[config.mk]
export PLATFORM = sky130hd
export DESIGN_NAME = gpio_bank
export DESIGN_NICKNAME = d
export VERILOG_FILES = /design/src/rtl/gpio_bank_pkg.sv /design/src/rtl/gpio_port.sv /design/src/rtl/gpio_bank.sv
export SDC_FILE = /design/constraint.sdc
export NUM_CORES = 1
export LEC_CHECK = 0
export CAP_MARGIN = 20
export CORE_MARGIN = 3
export CORE_UTILIZATION = 42
export CTS_CLUSTER_DIAMETER = 100
export DETAILED_ROUTE_END_ITERATION = 8
export GPL_TIMING_DRIVEN = 0
export PLACE_DENSITY_LB_ADDON = 0.15
export RECOVER_POWER = 50
export SYNTH_ARGS = -nofsm -noshare
export SYNTH_HDL_FRONTEND = slang
export SYNTH_SLANG_ARGS = --single-unit
[constraint.sdc]
create_clock -name clk -period 8.3 [get_ports clk]
set_input_delay 2.075 -clock clk [delete_from_list [all_inputs] [get_ports clk]]
set_output_delay 2.075 -clock clk [all_outputs]
set_load 0.01 [all_outputs]
[src/rtl/gpio_bank_pkg.sv]
// Shared GPIO bank definitions: register offsets, port stride, warm-up length.
// Pure declarations; no timing of its own.
// Not applicable: no flow control lives here.
package gpio_bank_pkg;

  // Byte offsets inside one port window (only bits [4:0] matter).
  localparam logic [4:0] GPIO_OFF_CR   = 5'h00;
  localparam logic [4:0] GPIO_OFF_OR   = 5'h04;
  localparam logic [4:0] GPIO_OFF_IR   = 5'h08;
  localparam logic [4:0] GPIO_OFF_IER  = 5'h0C;
  localparam logic [4:0] GPIO_OFF_ISR  = 5'h10;
  localparam logic [4:0] GPIO_OFF_EDGE = 5'h14;

  // Each port owns a 0x20-byte window; port index sits above it.
  localparam int GPIO_PORT_STRIDE = 32'h20;
  localparam int GPIO_PORT_SHIFT  = $clog2(GPIO_PORT_STRIDE);

  // Cycles after reset during which edge events are suppressed.
  localparam int GPIO_WARMUP = 2;

  typedef enum logic [2:0] {
    REG_CR,
    REG_OR,
    REG_IR,
    REG_IER,
    REG_ISR,
    REG_EDGE,
    REG_NONE
  } gpio_reg_e;

  // Map an in-window byte offset to the register it selects.
  function automatic gpio_reg_e gpio_decode(input logic [4:0] off);
    case (off)
      GPIO_OFF_CR:   return REG_CR;
      GPIO_OFF_OR:   return REG_OR;
      GPIO_OFF_IR:   return REG_IR;
      GPIO_OFF_IER:  return REG_IER;
      GPIO_OFF_ISR:  return REG_ISR;
      GPIO_OFF_EDGE: return REG_EDGE;
      default:       return REG_NONE;
    endcase
  endfunction

endpackage

[src/rtl/gpio_port.sv]
// One GPIO port: CR/OR registers, 2-flop pin synchronizer, edge-to-ISR logic.
// Writes land on the next edge; IR visible 2 cycles after a pin change, ISR 3.
// No backpressure: every write strobe is accepted in the cycle it is presented.
// Interrupt registers/edge logic only exist with GPIO_BANK_IRQ_EN defined.
module gpio_port
  import gpio_bank_pkg::*;
#(
  parameter int PORT_W = 8
) (
  input  logic              clk_i,
  input  logic              rst_i,
  input  logic [PORT_W-1:0] wr_dat_i,
  input  logic              wr_cr_i,
  input  logic              wr_or_i,
  input  logic              wr_ier_i,
  input  logic              wr_isr_i,
  input  logic              wr_edge_i,
  input  logic [PORT_W-1:0] pins_i,
  output logic [PORT_W-1:0] cr_o,
  output logic [PORT_W-1:0] or_o,
  output logic [PORT_W-1:0] ir_o,
  output logic [PORT_W-1:0] ier_o,
  output logic [PORT_W-1:0] isr_o,
  output logic [PORT_W-1:0] edge_o,
  output logic              pend_o
);

  logic [PORT_W-1:0] cr_q, or_q, sync1_q, sync2_q;

  // Direction/output registers and the two synchronizer stages.
  always_ff @(posedge clk_i) begin
    if (rst_i) begin
      cr_q    <= '0;
      or_q    <= '0;
      sync1_q <= '0;
      sync2_q <= '0;
    end else begin
      if (wr_cr_i) cr_q <= wr_dat_i;
      if (wr_or_i) or_q <= wr_dat_i;
      sync1_q <= pins_i;
      sync2_q <= sync1_q;
    end
  end

  assign cr_o = cr_q;
  assign or_o = or_q;
  assign ir_o = sync2_q;

`ifdef GPIO_BANK_IRQ_EN
  logic [PORT_W-1:0] ier_q, isr_q, isr_d, edge_q, prev_q, prev_d, evt;
  logic [1:0]        warm_q, warm_d;
  logic              warm;

  // Edge events, W1C merge (set beats clear), and warm-up bookkeeping.
  always_comb begin
    warm   = (warm_q != 2'd0);
    warm_d = warm ? (warm_q - 2'd1) : 2'd0;
    // While warming up, "previous" shadows the value sync2 is about to take,
    // so pins held high through reset never look like a fresh rising edge.
    prev_d = warm ? sync1_q : sync2_q;
    evt    = warm ? '0 : ((edge_q & sync2_q & ~prev_q) | (~edge_q & ~sync2_q & prev_q));
    isr_d  = (isr_q & ~(wr_isr_i ? wr_dat_i : '0)) | evt;
  end

  // Interrupt-side state: enables, status, polarity, previous flop, warm-up.
  always_ff @(posedge clk_i) begin
    if (rst_i) begin
      ier_q  <= '0;
      isr_q  <= '0;
      edge_q <= '0;
      prev_q <= '0;
      warm_q <= 2'(GPIO_WARMUP);
    end else begin
      if (wr_ier_i)  ier_q  <= wr_dat_i;
      if (wr_edge_i) edge_q <= wr_dat_i;
      isr_q  <= isr_d;
      prev_q <= prev_d;
      warm_q <= warm_d;
    end
  end

  assign ier_o  = ier_q;
  assign isr_o  = isr_q;
  assign edge_o = edge_q;
  assign pend_o = |(isr_q & ier_q);
`else
  logic unused_wr;
  assign unused_wr = ^{wr_ier_i, wr_isr_i, wr_edge_i};
  assign ier_o  = '0;
  assign isr_o  = '0;
  assign edge_o = '0;
  assign pend_o = 1'b0;
`endif

endmodule

[src/rtl/gpio_bank.sv]
// GPIO bank: NUM_PORTS gpio_port copies behind a 0x20-stride register map.
// Reads are combinational; writes take effect on the next edge; irq is registered.
// No backpressure: the bus is always ready. Interrupts need GPIO_BANK_IRQ_EN.
module gpio_bank
  import gpio_bank_pkg::*;
#(
  parameter int NUM_PORTS = 2,
  parameter int PORT_W    = 8
) (
  input  logic                        clk,
  input  logic                        rst,
  input  logic                        ce,
  input  logic                        we,
  input  logic [31:0]                 addr,
  input  logic [31:0]                 wtData,
  output logic [31:0]                 rdData,
  output logic [NUM_PORTS*PORT_W-1:0] GPIO_CR,
  output logic [NUM_PORTS*PORT_W-1:0] GPIO_OR,
  input  logic [NUM_PORTS*PORT_W-1:0] GPIO_IR,
  output logic                        irq
);

  logic [2:0]  port_sel;
  gpio_reg_e   reg_sel;
  logic        wr_go;
  logic        unused_bus;

  logic [PORT_W-1:0] cr_a [NUM_PORTS];
  logic [PORT_W-1:0] or_a [NUM_PORTS];
  logic [PORT_W-1:0] ir_a [NUM_PORTS];
  logic [PORT_W-1:0] ier_a [NUM_PORTS];
  logic [PORT_W-1:0] isr_a [NUM_PORTS];
  logic [PORT_W-1:0] edge_a [NUM_PORTS];
  logic [NUM_PORTS-1:0] pend_a;
  logic [PORT_W-1:0] rd_w;

  // Only addr[7:2] participate in decode; the rest alias.
  assign port_sel   = 3'(addr[7:0] >> GPIO_PORT_SHIFT);
  assign reg_sel    = gpio_decode({addr[4:2], 2'b00});
  assign wr_go      = ce && we;
  assign unused_bus = ^{addr[31:8], addr[1:0], wtData};

  for (genvar p = 0; p < NUM_PORTS; p++) begin : g_port
    logic hit;
    assign hit = wr_go && (port_sel == 3'(p));

    gpio_port #(.PORT_W(PORT_W)) u_port (
      .clk_i     (clk),
      .rst_i     (rst),
      .wr_dat_i  (wtData[PORT_W-1:0]),
      .wr_cr_i   (hit && (reg_sel == REG_CR)),
      .wr_or_i   (hit && (reg_sel == REG_OR)),
      .wr_ier_i  (hit && (reg_sel == REG_IER)),
      .wr_isr_i  (hit && (reg_sel == REG_ISR)),
      .wr_edge_i (hit && (reg_sel == REG_EDGE)),
      .pins_i    (GPIO_IR[p*PORT_W +: PORT_W]),
      .cr_o      (cr_a[p]),
      .or_o      (or_a[p]),
      .ir_o      (ir_a[p]),
      .ier_o     (ier_a[p]),
      .isr_o     (isr_a[p]),
      .edge_o    (edge_a[p]),
      .pend_o    (pend_a[p])
    );

    assign GPIO_CR[p*PORT_W +: PORT_W] = cr_a[p];
    assign GPIO_OR[p*PORT_W +: PORT_W] = or_a[p];
  end

  // Zero-latency read mux; out-of-range ports and unmapped offsets return 0.
  always_comb begin
    rd_w = '0;
    for (int p = 0; p < NUM_PORTS; p++) begin
      if (port_sel == 3'(p)) begin
        case (reg_sel)
          REG_CR:   rd_w = cr_a[p];
          REG_OR:   rd_w = or_a[p];
          REG_IR:   rd_w = ir_a[p];
          REG_IER:  rd_w = ier_a[p];
          REG_ISR:  rd_w = isr_a[p];
          REG_EDGE: rd_w = edge_a[p];
          default:  rd_w = '0;
        endcase
      end
    end
    rdData = (ce && !we) ? 32'(rd_w) : 32'd0;
  end

`ifdef GPIO_BANK_IRQ_EN
  logic irq_q;

  // Interrupt is the registered OR of every port's pending (ISR & IER).
  always_ff @(posedge clk) begin
    if (rst) irq_q <= 1'b0;
    else     irq_q <= |pend_a;
  end

  assign irq = irq_q;
`else
  logic unused_pend;
  assign unused_pend = |pend_a;
  assign irq = 1'b0;
`endif

endmodule

==> impl_metrics.yaml, run 1 <==
final_layout:
  area_growth_syn_to_layout_pct: 40.4
  n_fill_cell: 552
  multi_input_area_sq_um: 1270
  n_antenna_cell: 0
  num-nets-final: 468
  regArea_sq_um: 1280
  drive_gt1_share_pct: 13.6
  utilization_pct: 62.7
worst_setup_path:
  crit_arrival_ps: 4690
  startpoint_type: "primary input"
  criticalPathCategory: "in2out"
  crit_fanout: 5
  worstPathRequired_ps: 6230
  rrSetupSlack_ps: 7590
  endpoint_kind: "primary output"
sta:
  rsz0062_at_grt: "false"
  fin_setup_tns_ps: 0
  fin_skew_ps: 3.44
  relSlewSlack_pct: 43.5
  tightest_slew_ps: 841
  setup-violations-final: 0
  hold_violations: 0
  drv_slew: 0
  setup_ws_ps: 1540
  min_period_ps: 6760
  fin_crit_sh_pct: 81.5
  max_freq_ghz: 0.148
placement:
  io_buffers: 71
  dp_hpwl_microns: 4860
  gp_congestion: 0.874
  place_ws_ps: 1590
synth:
  syn_area_sq_um: 2720
  synthArstFlopShare_pct: 0
  synth-edff-count: 0
  synth_common_cells: "dfxtp_1, mux2i_1, nor2_1"
  ys_seq_elements: 64
  synth_top_area_share_pct: 47.1
  yosysTopAreaCell: "dfxtp_1"
  ys.flop_type: "dfxtp_1"
  syn_inst: 278
  synthTopCellsByArea: "dfxtp_1, mux2i_1, nor2b_1, buf_4, nor2_1"
  ys_warn_count: 0
  synth_cell_types: 29
  post-synth-top-count-cell: "dfxtp_1"
  synth-seq-area-share_pct: 47.1
  avgSynthCellArea_sq_um: 9.79
global_routing:
  antenna_found_initial: 0
  grt_pass1_wl_microns: 10100
  grtUsageMet1_pct: 22.4
  grt_usage_pct: 18.1
  use_met3_pct: 6.27
  grt_max_degree: 13
  overflow: 0
  grtUsageMet2_pct: 29.1
  grt_pass1_vias: 2038
  busiest_layer: "met2"
route:
  wl_per_cell_microns: 14.3
  dr.pass1.iters: 4
  drc_errors: 0
  vias: 2172
  vias_per_cell: 4.68
  drtIter0Drc: 109
  ant_nets: 0
  drt_wl_total_microns: 6660
pwr:
  ir_worst_vdd_mv: 0.0955
  power_leakage_nw: 1.55
  p_per_area_nw_per_um2: 170
  total_power_uw: 651
clock_tree:
  cts_made_buffers: 9
  cts_root_buf: "clkbuf_8"
  cts_tree: "yes"
  clk_pin_slew_ps: 70
  post_cts_buffers: 0
  clock_latency_ps: 340
  cts_sinks: 64
  cts_buffer_depth: 2
  holdBufCountCts: 0
  htree_levels: 3
  ctsResizeCount: 0
status:
  status: "finished, final reports clean"
floorplan:
  die-area_sq_um: 7480
  die_h_microns: 86.5
  start_util_pct: 44.6
  fp.coreArea_sq_um: 6100
  die_x_microns: 86.5
  num_rows: 28
  io_pins: 149
min_path:
  hold_class: "reg2reg"
run:
  drv_cap: 0
## registers in the layout, summed over array words and instances, names as in the netlist
name	flops
g_port.u_port.cr_o	16
g_port.u_port.or_o	16
g_port.u_port.sync1_q	16
g_port.u_port.ir_o	16
## final cells by class
type | count | area share [%]
Buffer | 40 | 6.68
Clock buffer | 10 | 3.60
Clock inverter | 6 | 1.77
Multi-Input combinational cell | 198 | 33.4
Sequential cell | 64 | 33.5
Tap cell | 75 | 2.46
Timing Repair Buffer | 71 | 18.6
## layout by cell type, fill, tap and decap left out, types with 2 or more instances in the layout
| cell | instances |
|---|---|
| conb_1 | 25 |
| mux2i_1 | 42 |
| buf_2 | 3 |
| nor3_1 | 8 |
| o22ai_1 | 7 |
| nor2_1 | 39 |
| nor4_4 | 2 |
| clkbuf_1 | 10 |
| a22oi_1 | 4 |
| clkdlybuf4s50_1 | 51 |
| nor2b_1 | 34 |
| a21oi_1 | 7 |
| dlygate4sd3_1 | 20 |
| clkinvlp_4 | 2 |
| and3_1 | 2 |
| dfxtp_1 | 64 |
| nand2_1 | 9 |
| a211oi_1 | 2 |
| buf_4 | 25 |
| nor3_4 | 2 |
| o21ai_0 | 5 |
| clkbuf_8 | 10 |
| a221o_1 | 2 |
## kinds of logic (layout without fill, tap and decap cells)
kind of cell    Yosys count  after routing  share of synthesized area, %
mux                      42             42                          15.4
simple gates            102            102                          21.1
compound gates           29             29                          6.80
buf+inv                  40            127                          9.38
flops                    64             64                          47.1
other cells               1             25                         0.138
## routing by layer
metal	share of wire [%]	vias to the layer above
li1	-	1101
met1	41	977
met2	49	87
met3	8.5	7
met4	1.2	0
met5	0	-
## critical path: stages
cell and delay [ps]:
clkdlybuf4s50_1 420, or2_2 350, or4b_2 670, a21o_1 240, nor3_1 320, clkdlybuf4s50_1 600
## where the power goes
part	internal [mW]	leakage, nW	switching, mW	total, mW
clock	0.148	0.0989	0.123	0.271
combinational	0.0329	0.928	0.0306	0.0635
sequential	0.315	0.522	0.00245	0.317
total	0.495	1.55	0.156	0.651
## worst paths after layout
kind | start | end | depth (start not counted)
max | addr[7] | rdData[7] | 6
max reg2reg | g_port[0].u_port.or_o[3] | g_port[0].u_port.or_o[3] | 2
min | g_port[0].u_port.sync1_q[0] | g_port[0].u_port.ir_o[0] | 1
min reg2reg | g_port[0].u_port.sync1_q[0] | g_port[0].u_port.ir_o[0] | 1
## per-stage QoR
stage	instance area [sq um]	hold slack [ps]	std cells
2_1_floorplan	2810	414	302
3_3_place_gp	3620	423	448
3_5_place_dp	3620	425	448
4_1_cts	3820	442	464
5_1_grt	3820	455	464
6_report	3820	440	464
Note: power is estimated with default switching activity, not from simulation.
==> run 2: changes to the inputs <==
Settings changed: CORE_UTILIZATION 42 to 39.
Clock period 8.3 ns to 6.4 ns, I/O delays scaled along.
==> run 2 against run 1 <==
  * Flip-flop and latch count unchanged
  * Final cell count up 3.9%
  * Clock skew about the same
  * Sequential power up 30%
  * Register-to-register slack worse by 1900 ps
  * Via count down 2.1%
  * Clock power up 14%
  * Setup slack worse by 920 ps
  * Routed wire length down 4.0%
  * Cell area about the same
  * Utilization down 4.6 points
  * Largest power group unchanged
==> impl_metrics.yaml, run 2 (same netlist as run 1, synthesis figures left out) <==
status:
  status: "finished, final reports clean"
worst_setup_path:
  critPathLaunch: "addr[6]"
  criticalPathCategory: "in2out"
  worstPathRequired_ps: 4800
  endpoint_kind: "primary output"
  r2r_end: "g_port[1].u_port.cr_o[1]"
  rr_startpoint: "g_port[1].u_port.cr_o[1]"
  r2r_cells: 2
  crit_arrival_ps: 4180
  cp-endpoint: "rdData[7]"
  crit_fanout: 5
  rrSetupSlack_ps: 5730
  startpoint_type: "primary input"
global_routing:
  overflow: 0
  antenna_found_initial: 0
  grt_usage_pct: 16.7
  grt_pass1_vias: 1935
  grt_pass1_wl_microns: 9900
  grt_max_degree: 14
clock_tree:
  holdBufCountCts: 0
  cts_root_buf: "clkbuf_8"
  htree_levels: 3
  cts_tree: "yes"
  cts_buffer_depth: 2
  post_cts_buffers: 0
  cts_sinks: 64
  cts_made_buffers: 9
  clk_pin_slew_ps: 80
  ctsResizeCount: 0
  clock_latency_ps: 330
route:
  drtIter0Drc: 114
  ant_nets: 0
  drt_wl_total_microns: 6390
  vias: 2126
  dr.pass1.iters: 4
  wl_per_cell_microns: 13.3
  drc_errors: 0
  vias_per_cell: 4.41
pwr:
  ir_worst_vdd_mv: 0.159
  total_power_uw: 803
  power_leakage_nw: 1.54
  p_per_area_nw_per_um2: 210
min_path:
  hold_class: "reg2reg"
  hp-start: "g_port[1].u_port.sync1_q[6]"
final_layout:
  final_cells: 482
  final_cell_mix: "dfxtp_1, clkdlybuf4s50_1, mux2i_1, nor2_1, nor2b_1"
  final_common_cell: "dfxtp_1"
  num-nets-final: 468
  n_antenna_cell: 0
  area_growth_syn_to_layout_pct: 40.3
  fin_area_sq_um: 3820
  drive_gt1_share_pct: 13.6
placement:
  dpl-instance-area_sq_um: 3640
  place_inst: 466
  gp_congestion: 0.835
  io_buffers: 71
  dp_hpwl_microns: 4720
sta:
  tightest_slew_ps: 842
  fin_skew_ps: 3.78
  hold_violations: 0
  drv_slew: 0
  fin_setup_tns_ps: 0
  hold_ws_ps: 433
  min_period_ps: 5780
  relSlewSlack_pct: 43.5
  max_freq_ghz: 0.173
  rsz0062_at_grt: "false"
  fin_crit_sh_pct: 90.3
  setup-violations-final: 0
floorplan:
  die-area_sq_um: 8020
  io_pins: 149
  die_h_microns: 89.5
  start_util_pct: 41.4
  fp.coreArea_sq_um: 6570
  die_x_microns: 89.5
  num_rows: 29
run:
  drv_cap: 0
==> run 2: cell types whose count changed in the layout (fill, tap and decap cells not counted) <==
cell,previous run,this run
clkbuf_8,10,9
inv_6,1,3
bufinv_16,1,0
==> run 2: worst min-delay path by stage <==
stage | cells past startpoint | slack [ps] | to
after global placement | 1 | 420 | g_port[1].u_port.ir_o[6]
after global routing | 1 | 450 | g_port[1].u_port.ir_o[6]
after detailed placement | 1 | 420 | g_port[1].u_port.ir_o[6]
after floorplan | 1 | 410 | g_port[0].u_port.ir_o[0]
after CTS | 1 | 440 | g_port[1].u_port.ir_o[6]
final | 1 | 430 | g_port[1].u_port.ir_o[6]
==> run 2: layer usage <==
layer | global-route usage [%] | wire length [microns] | vias to the layer above
met4 | 7.17 | 75 | 0
li1 | - | - | 1111
met5 | 0 | 0 | -
met3 | 2.95 | 393 | 5
met1 | 21.9 | 2850 | 935
met2 | 26.9 | 3070 | 75
==> run 2: power breakdown <==
| group | internal [mW] | switching [mW] |
|---|---|---|
| combinational | 0.0427 | 0.0394 |
| clock | 0.144 | 0.166 |
| sequential | 0.408 | 0.00298 |
| total | 0.595 | 0.209 |
==> run 2: stage by stage <==
stage / util, % / worst slack [ps]
after floorplan: - / 1680
after global placement: 55.4 / 628
after detailed placement: 55.4 / 613
after CTS: 58.1 / 604
after global routing: 58.1 / 523
final: 58.1 / 621
==> run 2: worst max-delay path, cell delays in order <==
cell and delay [ps]:
clkdlybuf4s50_1 410, or2_2 360, or4b_2 690, a21o_1 250, nor3_1 280, clkdlybuf4s50_1 590
==> run 2: final cells by class <==
type	count	area [sq um]
fill	621	2750
sequential	64	1280
multi-input combinational	198	1270
timing repair buffer	71	711
buffer	40	255
clock buffer	9	124
tap	93	116
clock inverter	7	55.1
